File: src/rtl/uart_rx.sv
// 8N1 receiver: synchronizes rx_i, finds the start bit, samples each bit at its midpoint.
// Exposes its FSM state so the parent and any bound checker can observe it.
module uart_rx #(
  parameter int CLKS_PER_BIT = 5208
) (
  input  logic       clk_i,
  input  logic       rst_i,
  input  logic       rx_i,
  output logic       received_o,
  output logic       recv_error_o,
  output logic [7:0] rx_byte_o,
  output logic [1:0] state_o
);

  typedef enum logic [1:0] {
    RX_IDLE  = 2'd0,
    RX_START = 2'd1,
    RX_DATA  = 2'd2,
    RX_STOP  = 2'd3
  } rx_state_t;

  localparam int              CW        = $clog2(CLKS_PER_BIT);
  localparam logic [CW-1:0]   BIT_LAST  = CW'(CLKS_PER_BIT - 1);
  localparam logic [CW-1:0]   HALF_LAST = CW'(CLKS_PER_BIT / 2 - 1);
  localparam logic [2:0]      DATA_LAST = 3'd7;

  rx_state_t     state;
  logic [CW-1:0] cnt;
  logic [2:0]    bit_idx;
  logic [7:0]    shreg;
  logic          rx_meta;
  logic          rx_sync;

  // Idle-high reset value keeps the FSM from seeing a false start bit.
  always_ff @(posedge clk_i or posedge rst_i) begin
    if (rst_i) begin
      rx_meta <= 1'b1;
      rx_sync <= 1'b1;
    end else begin
      rx_meta <= rx_i;
      rx_sync <= rx_meta;
    end
  end

  always_ff @(posedge clk_i or posedge rst_i) begin
    if (rst_i) begin
      state        <= RX_IDLE;
      cnt          <= '0;
      bit_idx      <= '0;
      shreg        <= '0;
      rx_byte_o    <= '0;
      received_o   <= 1'b0;
      recv_error_o <= 1'b0;
    end else begin
      received_o   <= 1'b0;
      recv_error_o <= 1'b0;
      case (state)
        RX_IDLE: begin
          cnt     <= '0;
          bit_idx <= '0;
          if (!rx_sync) state <= RX_START;
        end
        RX_START: begin
          if (cnt == HALF_LAST) begin
            cnt   <= '0;
            // A line back high at mid start bit is a glitch, not a frame.
            state <= rx_sync ? RX_IDLE : RX_DATA;
          end else begin
            cnt <= cnt + 1'b1;
          end
        end
        RX_DATA: begin
          if (cnt == BIT_LAST) begin
            cnt     <= '0;
            shreg   <= {rx_sync, shreg[7:1]};
            bit_idx <= bit_idx + 1'b1;
            if (bit_idx == DATA_LAST) state <= RX_STOP;
          end else begin
            cnt <= cnt + 1'b1;
          end
        end
        RX_STOP: begin
          if (cnt == BIT_LAST) begin
            cnt          <= '0;
            state        <= RX_IDLE;
            received_o   <= 1'b1;
            recv_error_o <= ~rx_sync;
            rx_byte_o    <= shreg;
          end else begin
            cnt <= cnt + 1'b1;
          end
        end
        default: state <= RX_IDLE;
      endcase
    end
  end

  assign state_o = state;

endmodule

File: src/rtl/uart.sv
// Full-duplex 8N1 UART: transmitter FSM lives here, receive path is the uart_rx instance.
// Handshake: transmit_i is accepted only in the cycle is_transmitting_o is low; otherwise ignored.
module uart #(
  parameter int CLKS_PER_BIT = 5208
) (
  input  logic       clk_i,
  input  logic       rst_i,
  input  logic       rx_i,
  output logic       tx_o,
  input  logic       transmit_i,
  input  logic [7:0] tx_byte_i,
  output logic       received_o,
  output logic [7:0] rx_byte_o,
  output logic       is_receiving_o,
  output logic       is_transmitting_o,
  output logic       recv_error_o
);

  typedef enum logic [1:0] {
    TX_IDLE  = 2'd0,
    TX_START = 2'd1,
    TX_DATA  = 2'd2,
    TX_STOP  = 2'd3
  } tx_state_t;

  localparam int            CW        = $clog2(CLKS_PER_BIT);
  localparam logic [CW-1:0] BIT_LAST  = CW'(CLKS_PER_BIT - 1);
  localparam logic [2:0]    DATA_LAST = 3'd7;
  localparam logic [1:0]    RX_IDLE_ENC = 2'd0;

  tx_state_t     tx_state;
  logic [CW-1:0] tx_cnt;
  logic [2:0]    tx_bit_idx;
  logic [7:0]    tx_shreg;
  logic [1:0]    rx_state;

  uart_rx #(
    .CLKS_PER_BIT(CLKS_PER_BIT)
  ) u_rx (
    .clk_i       (clk_i),
    .rst_i       (rst_i),
    .rx_i        (rx_i),
    .received_o  (received_o),
    .recv_error_o(recv_error_o),
    .rx_byte_o   (rx_byte_o),
    .state_o     (rx_state)
  );

  // Both busy flags come straight from registered state, so they are glitch-free.
  assign is_receiving_o    = (rx_state != RX_IDLE_ENC);
  assign is_transmitting_o = (tx_state != TX_IDLE);

  always_ff @(posedge clk_i or posedge rst_i) begin
    if (rst_i) begin
      tx_state   <= TX_IDLE;
      tx_cnt     <= '0;
      tx_bit_idx <= '0;
      tx_shreg   <= '0;
      tx_o       <= 1'b1;
    end else begin
      case (tx_state)
        TX_IDLE: begin
          tx_o       <= 1'b1;
          tx_cnt     <= '0;
          tx_bit_idx <= '0;
          if (transmit_i) begin
            tx_shreg <= tx_byte_i;
            tx_o     <= 1'b0;
            tx_state <= TX_START;
          end
        end
        TX_START: begin
          if (tx_cnt == BIT_LAST) begin
            tx_cnt   <= '0;
            tx_o     <= tx_shreg[0];
            tx_shreg <= {1'b0, tx_shreg[7:1]};
            tx_state <= TX_DATA;
          end else begin
            tx_cnt <= tx_cnt + 1'b1;
          end
        end
        TX_DATA: begin
          if (tx_cnt == BIT_LAST) begin
            tx_cnt <= '0;
            if (tx_bit_idx == DATA_LAST) begin
              tx_o     <= 1'b1;
              tx_state <= TX_STOP;
            end else begin
              tx_o       <= tx_shreg[0];
              tx_shreg   <= {1'b0, tx_shreg[7:1]};
              tx_bit_idx <= tx_bit_idx + 1'b1;
            end
          end else begin
            tx_cnt <= tx_cnt + 1'b1;
          end
        end
        TX_STOP: begin
          if (tx_cnt == BIT_LAST) begin
            tx_cnt   <= '0;
            tx_state <= TX_IDLE;
          end else begin
            tx_cnt <= tx_cnt + 1'b1;
          end
        end
        default: tx_state <= TX_IDLE;
      endcase
    end
  end

endmodule

File: config.mk
export PLATFORM = sky130hd
export DESIGN_NAME = uart
export DESIGN_NICKNAME = d
export VERILOG_FILES = /design/src/rtl/uart_rx.sv /design/src/rtl/uart.sv
export SDC_FILE = /design/constraint.sdc
export NUM_CORES = 1
export LEC_CHECK = 0
export BUFFER_PORTS_ARGS = -buffer_cell sky130_fd_sc_hd__buf_2
export CORE_ASPECT_RATIO = 1.5
export CORE_MARGIN = 10
export CORE_UTILIZATION = 35
export DETAILED_ROUTE_END_ITERATION = 10
export GPL_ROUTABILITY_DRIVEN = 1
export REMOVE_ABC_BUFFERS = 1
export SLEW_MARGIN = 10
export SYNTH_ARGS = -nofsm -noshare
export SYNTH_HDL_FRONTEND = slang
export SYNTH_SLANG_ARGS = --single-unit
File: constraint.sdc
create_clock -name clk_i -period 2.1 [get_ports clk_i]
set_input_delay 0.21 -clock clk_i [delete_from_list [all_inputs] [get_ports clk_i]]
set_output_delay 0.21 -clock clk_i [all_outputs]
set_load 0.005 [all_outputs]
### Yosys cells after proc, flatten, opt, wreduce, memory -nomap -nowiden

Index checks and enable logic that the tools add are counted.
W data, S select, Z words.

| operators by class | value |
|---|---|
| bitwise logic cells | 1 |
| eq/ne operators | 22 |
| $add $sub $neg | 4 |
| multiplexer cells | 37 |
| reduce and logical (&&, ||, !) cells | 17 |

Operators by type and width:

| cell | number |
|---|---|
| $mux W13 | 3 |
| $pmux W13 S3 | 1 |
| $mux W8 | 4 |
| $add A13 B1 Y13 const B | 2 |
| $eq A13 B13 Y1 const B | 2 |
| $pmux W13 S2 | 1 |
| $pmux W8 S3 | 1 |
| $mux W2 | 11 |
| $pmux W2 S4 | 2 |
| $reduce_and A5 Y1 | 3 |
| $ne A2 B2 Y1 const B | 7 |
| $eq A13 B12 Y1 const B | 1 |
| $pmux W3 S2 | 2 |
| $mux W3 | 3 |
| $eq A2 B2 Y1 const B | 4 |
| $mux W1 | 8 |
| $ne A2 B1 Y1 const B | 4 |
| $reduce_bool A2 Y1 | 4 |
| $add A3 B1 Y3 const B | 2 |
| $eq A3 B3 Y1 const B | 2 |
| $reduce_and A2 Y1 | 3 |
| $reduce_and A3 Y1 | 2 |
| $eq A2 B1 Y1 const B | 2 |
| $logic_not A2 Y1 | 2 |
| 5 further kinds | 5 |

| storage, ports and cells | value |
|---|---|
| word-level logic and storage cells | 95 |
| bits in registers | 65 |
| input bits | 12 |
| output and inout bits | 13 |

### Depth between registers and ports, before layout

| depth | value |
|---|---|
| word-level depth | 4 |
| mapped depth | 6 |
| gate-level depth less buffers | 6 |

### Modules after synthesis

Synthesis repeated with hierarchy kept, for this count alone.

| second synthesis, totals | value |
|---|---|
| cells, all modules | 270 |
| area total of the unflattened synthesis | 3159.3 µm² |

Modules (own cells, without submodules):

| module | sequential area each (µm²) | cells an instance | times used | area an instance (µm²) |
|---|---|---|---|---|
| uart_rx | 953.4 | 135 | 1 | 1707.9 |
| uart | 676.9 | 135 | 1 | 1451.4 |

### Worst setup path after synthesis

OpenSTA, ideal clock, no wires.

| timing path | value |
|---|---|
| path type | reg-to-reg |
| start point | register u_rx.cnt[0] |
| end point | register u_rx.shreg[0] |
| period minus slack after synthesis | 1.972 ns |
| data arrival time | 1.847 ns |
| path buffers | 1 |
| path slack | 0.128 ns |
| stages on the path, launching flop included | 7 |
| setup time | 0.125 ns |
| cells stage by stage | dfrtp_1 > ha_1 > nor4bb_1 > nand4_1 > nor3b_1 > buf_4 > mux2_2 |

| between the ends | value |
|---|---|
| word-level cells in the longest chain between the ends | 2 |

RTL lines:

| element | line | RTL |
|---|---|---|
| start, declared | uart_rx.sv:28 | `logic [CW-1:0] cnt;` |
| start signal, assigned | uart_rx.sv:69 | `cnt <= cnt + 1'b1;` |
| start signal, assigned | uart_rx.sv:79 | `cnt <= cnt + 1'b1;` |
| start signal, assigned | uart_rx.sv:90 | `cnt <= cnt + 1'b1;` |
| $eq A13 B13 Y1 | uart_rx.sv:73 | `if (cnt == BIT_LAST) begin` |
| $reduce_and A2 Y1 (no line) | -- |  |
| end signal, assigned | uart_rx.sv:75 | `shreg <= {rx_sync, shreg[7:1]};` |
| end, declared | uart_rx.sv:30 | `logic [7:0] shreg;` |

Every way passes these cells.
A chain may end at the register's enable or synchronous reset.

### Final worst setup path

| timing path | value |
|---|---|
| start point | register u_rx.cnt[4] |
| end point | register u_rx.cnt[8] |

| between the ends | value |
|---|---|
| word-level cells in the longest chain between the ends | 3 |
| elaborated cells on any way between the ends | 6 |
| classes of those cells | 1 x add/sub; 2 x eq/ne; 3 x mux |

RTL lines:

| element | line | RTL |
|---|---|---|
| $add A13 B1 Y13 (tied with other cells) | uart_rx.sv:69, uart_rx.sv:79, uart_rx.sv:90 |  |
| $mux W13, on equally long branches | uart_rx.sv:73, uart_rx.sv:83, uart_rx.sv:64 |  |
| $pmux W13 S3 (*) | uart_rx.sv:57 | `case (state)` |

Every way passes the cells marked *; elsewhere a longest branch is shown, timed or not.

==> reports/metrics.cfg <==
[outcome]
run_status=finished, final reports clean

[cells_and_area]
drive_gt1_share_pct=31.8
stdcell_count=424
area_growth_pct=22.2
fin_area_sq_um=3800
nets=332
final_cell_mix=dfrtp_1 (62), mux2_2 (33), nor2_1 (33)
final_common_cell=dfrtp_1
antennaDiodeCount=0

[setup_path]
r2r-start=u_rx.cnt[4]$_DFF_PP0_
cp_max_fo=13
slowest_stage=or4b_1
startpoint_type=flop
cpPeakStageDelay_ns=0.54
path_delay_family=simple AND/OR/NAND/NOR gates
arrival_ns=2.17
crit_type=reg -> reg
required_ns=2.31
critPathBufInv=1
cp_cell_sequence=or4b_1 -> nor4_2 -> a2bb2oi_2 -> buf_12 -> nor2_1
cp-startpoint=u_rx.cnt[4]$_DFF_PP0_
worstSetupEndpointType=flop

[floorplanning]
core_area_sq_um=8780
ios=25
die_w_um=97.0
start_util_pct=35.4
die_h_um=135
die_area_sq_um=13100
std_cell_rows=42

[synthesis]
synth_seq_area_share_pct=52.4
syn-instance-count=267
yosys_warnings=0
ys_ff_latch=65
syn_avg_cell_area_sq_um=11.6
ys_types=43
synth_area_sq_um=3110

[grt]
grt_pass1_vias=2230
grt_pass1_wl_um=10400
grt_overflow=0
antenna_found_initial=0
met1_usage_pct=10.4
met3_usage_pct=2.25
grt_max_degree=66
use_met2_pct=16.1
track_usage_pct=9.36
top_usage_layer=met2

[clocking]
htreeDepth=3
cts_num_sinks=65
clkTransAtPathRegs_ns=0.06
cts_root_buf=clkbuf_16
clock_latency_ns=0.33
clockBufferDepth=2
cts_tree=yes
cts_buffers=9
postCtsSetupBuffers=0

[drt]
vias=2096
antenna_left=0
viasPerCell=4.94
route.detailed.drc=0
first_pass_iters=4
first_iter_violations=53
drt-total-wl_um=5690
wl_per_cell_um=13.4

[placed_design]
dp_slack_ns=0.115
place_area_sq_um=3440
gp_congestion=0.777
dp_hpwl_um=3960
io_buffers=24
dp_cells=406

[hold_path]
hp-class=in -> reg
min_from=tx_byte_i[6]

[sta]
finalHoldWorstSlack_ns=0.241
max-slew-margin-rel_pct=71.5
fin_ws_ns=0.141
finalSetupViolCount=0
hold_violations=0
tightest_slew_ns=0.425
finalMaxSlewViolations=0
clock-skew-final_ns=0.00514
period_minus_slack_ns=1.96
timing.fmax_ghz=0.510
fin_crit_sh_pct=93.3

[job]
drv_cap=0

[pwr]
irDropWorstVdd_v=0.000653
p_leak_nw=1.73
p_per_area_nw_per_um2=1100

-- layer usage --
| layer | part of all wire [%] | wire length (um) |
|---|---|---|
| met5 | 0 | 0 |
| met4 | 2.2 | 127 |
| met3 | 2.9 | 164 |
| met2 | 50 | 2850 |
| met1 | 45 | 2540 |
-- worst paths after layout --
kind	end	slack (ns)	depth (start not counted)
worst min-delay path	tx_shreg[6]$_DFFE_PP0P_	0.24	3
worst max register to register	u_rx.cnt[8]$_DFF_PP0_	0.14	5
worst max-delay path	u_rx.cnt[8]$_DFF_PP0_	0.14	5
max in group asynchronous	tx_o$_DFFE_PP1P_	1.27	4
min in group asynchronous	u_rx.cnt[4]$_DFF_PP0_	0.49	4
worst min register to register	u_rx.rx_sync$_DFF_PP1_	0.36	0
-- flip-flops by register name (all words and copies together), names as in the netlist, named ones only --
signal,cells
u_rx.cnt,13
tx_o,1
u_rx.rx_sync,1
u_rx.shreg,8
u_rx.state_o,1
tx_shreg,8
tx_state,2
tx_cnt,13
u_rx.bit_idx,3
u_rx.rx_byte_o,8
u_rx.received_o,1
tx_bit_idx,3
u_rx.rx_meta,1
u_rx.recv_error_o,1
-- area by class of cell --
| cell class | count | area, sq um |
|---|---|---|
| clock buffers | 9 | 225 |
| clock inverters | 7 | 100 |
| fillers | 820 | 4980 |
| inverters | 12 | 45.0 |
| multi-input cells | 183 | 1410 |
| flip-flops and latches | 65 | 1630 |
| well taps | 110 | 138 |
| repair buffers | 38 | 255 |
-- synthesized netlist by cell type --
cell       instances  share of area, %
a21o_1             1              0.24
ha_1              11               4.4
nor3b_1            3              0.72
a2bb2oi_2          1              0.48
o31ai_1            1              0.24
dfrtp_1           62                50
buf_4              2              0.48
buf_6              1              0.36
a22o_1             1              0.28
nand2b_1           3              0.60
nor4b_2            2              0.97
o22a_1             1              0.28
nand3_1           14               2.3
o211ai_1           1              0.24
nor4bb_1           2              0.64
o21ai_0            3              0.48
and3_1             1              0.20
nor2_1            33               4.0
nor3_1             7               1.1
or2_2              2              0.40
a211oi_1           1              0.24
nand4_1            6               1.2
a31oi_2            1              0.40
nor4_1             5               1.0
or4_2              1              0.28
or3b_2             1              0.28
o21a_1             1              0.24
inv_1             12               1.4
a2111oi_4          1              0.89
clkbuf_2           1              0.16
nand2_1           14               1.7
nor4_2             1              0.40
clkbuf_1           3              0.36
and4_1             1              0.28
or4b_1             1              0.32
mux2_2            33                12
mux2i_1            3              0.97
nor2b_1            2              0.40
a31oi_1            1              0.20
xnor2_1           16               4.5
and2_1             1              0.20
xor2_1             6               1.7
dfstp_2            3               2.5
-- worst register-to-register path: stages (launching register included) --
cell	delay, ns
dfrtp_1	0.44
or4b_1	0.54
nor4_2	0.44
a2bb2oi_2	0.23
buf_12	0.15
nor2_1	0.05
-- where the power goes --
| group | internal, mW | total (mW) | switching (mW) |
|---|---|---|---|
| clock | 1.05 | 1.62 | 0.566 |
| combinational | 0.561 | 1.05 | 0.489 |
| sequential | 1.42 | 1.53 | 0.110 |
-- cell families (layout without fill, tap and decap cells) --
kind of cell    after synthesis  in the layout  synth area share, %
buf+inv                      19             66                 2.82
mux                          36             36                 12.9
compound gates               14             14                 4.23
flops                        65             65                 52.4
fa+ha+maj                    11             11                 4.43
xor+xnor                     22             22                 6.20
simple gates                100            100                 17.0
-- what timing repair did --
item                                    4_1_cts  5_1_grt
endpoints found under the setup margin        0        8
hold buffers                                  2        0
gates resized for setup                       0        2
hold endpoints to repair                     63        0
-- stage by stage --
stage | TNS [ns] | total power [mW] | util, %
after detailed placement | 0 | 2.59 | 39.2
after floorplan | -3.64 | 2.33 | -
after CTS | 0 | 4.23 | 43.1
final | 0 | 4.20 | 43.3
after global placement | 0 | 2.57 | 39.2
after global routing | -0.000198 | 4.45 | 43.3
Note: power is estimated with default switching activity, not from simulation.
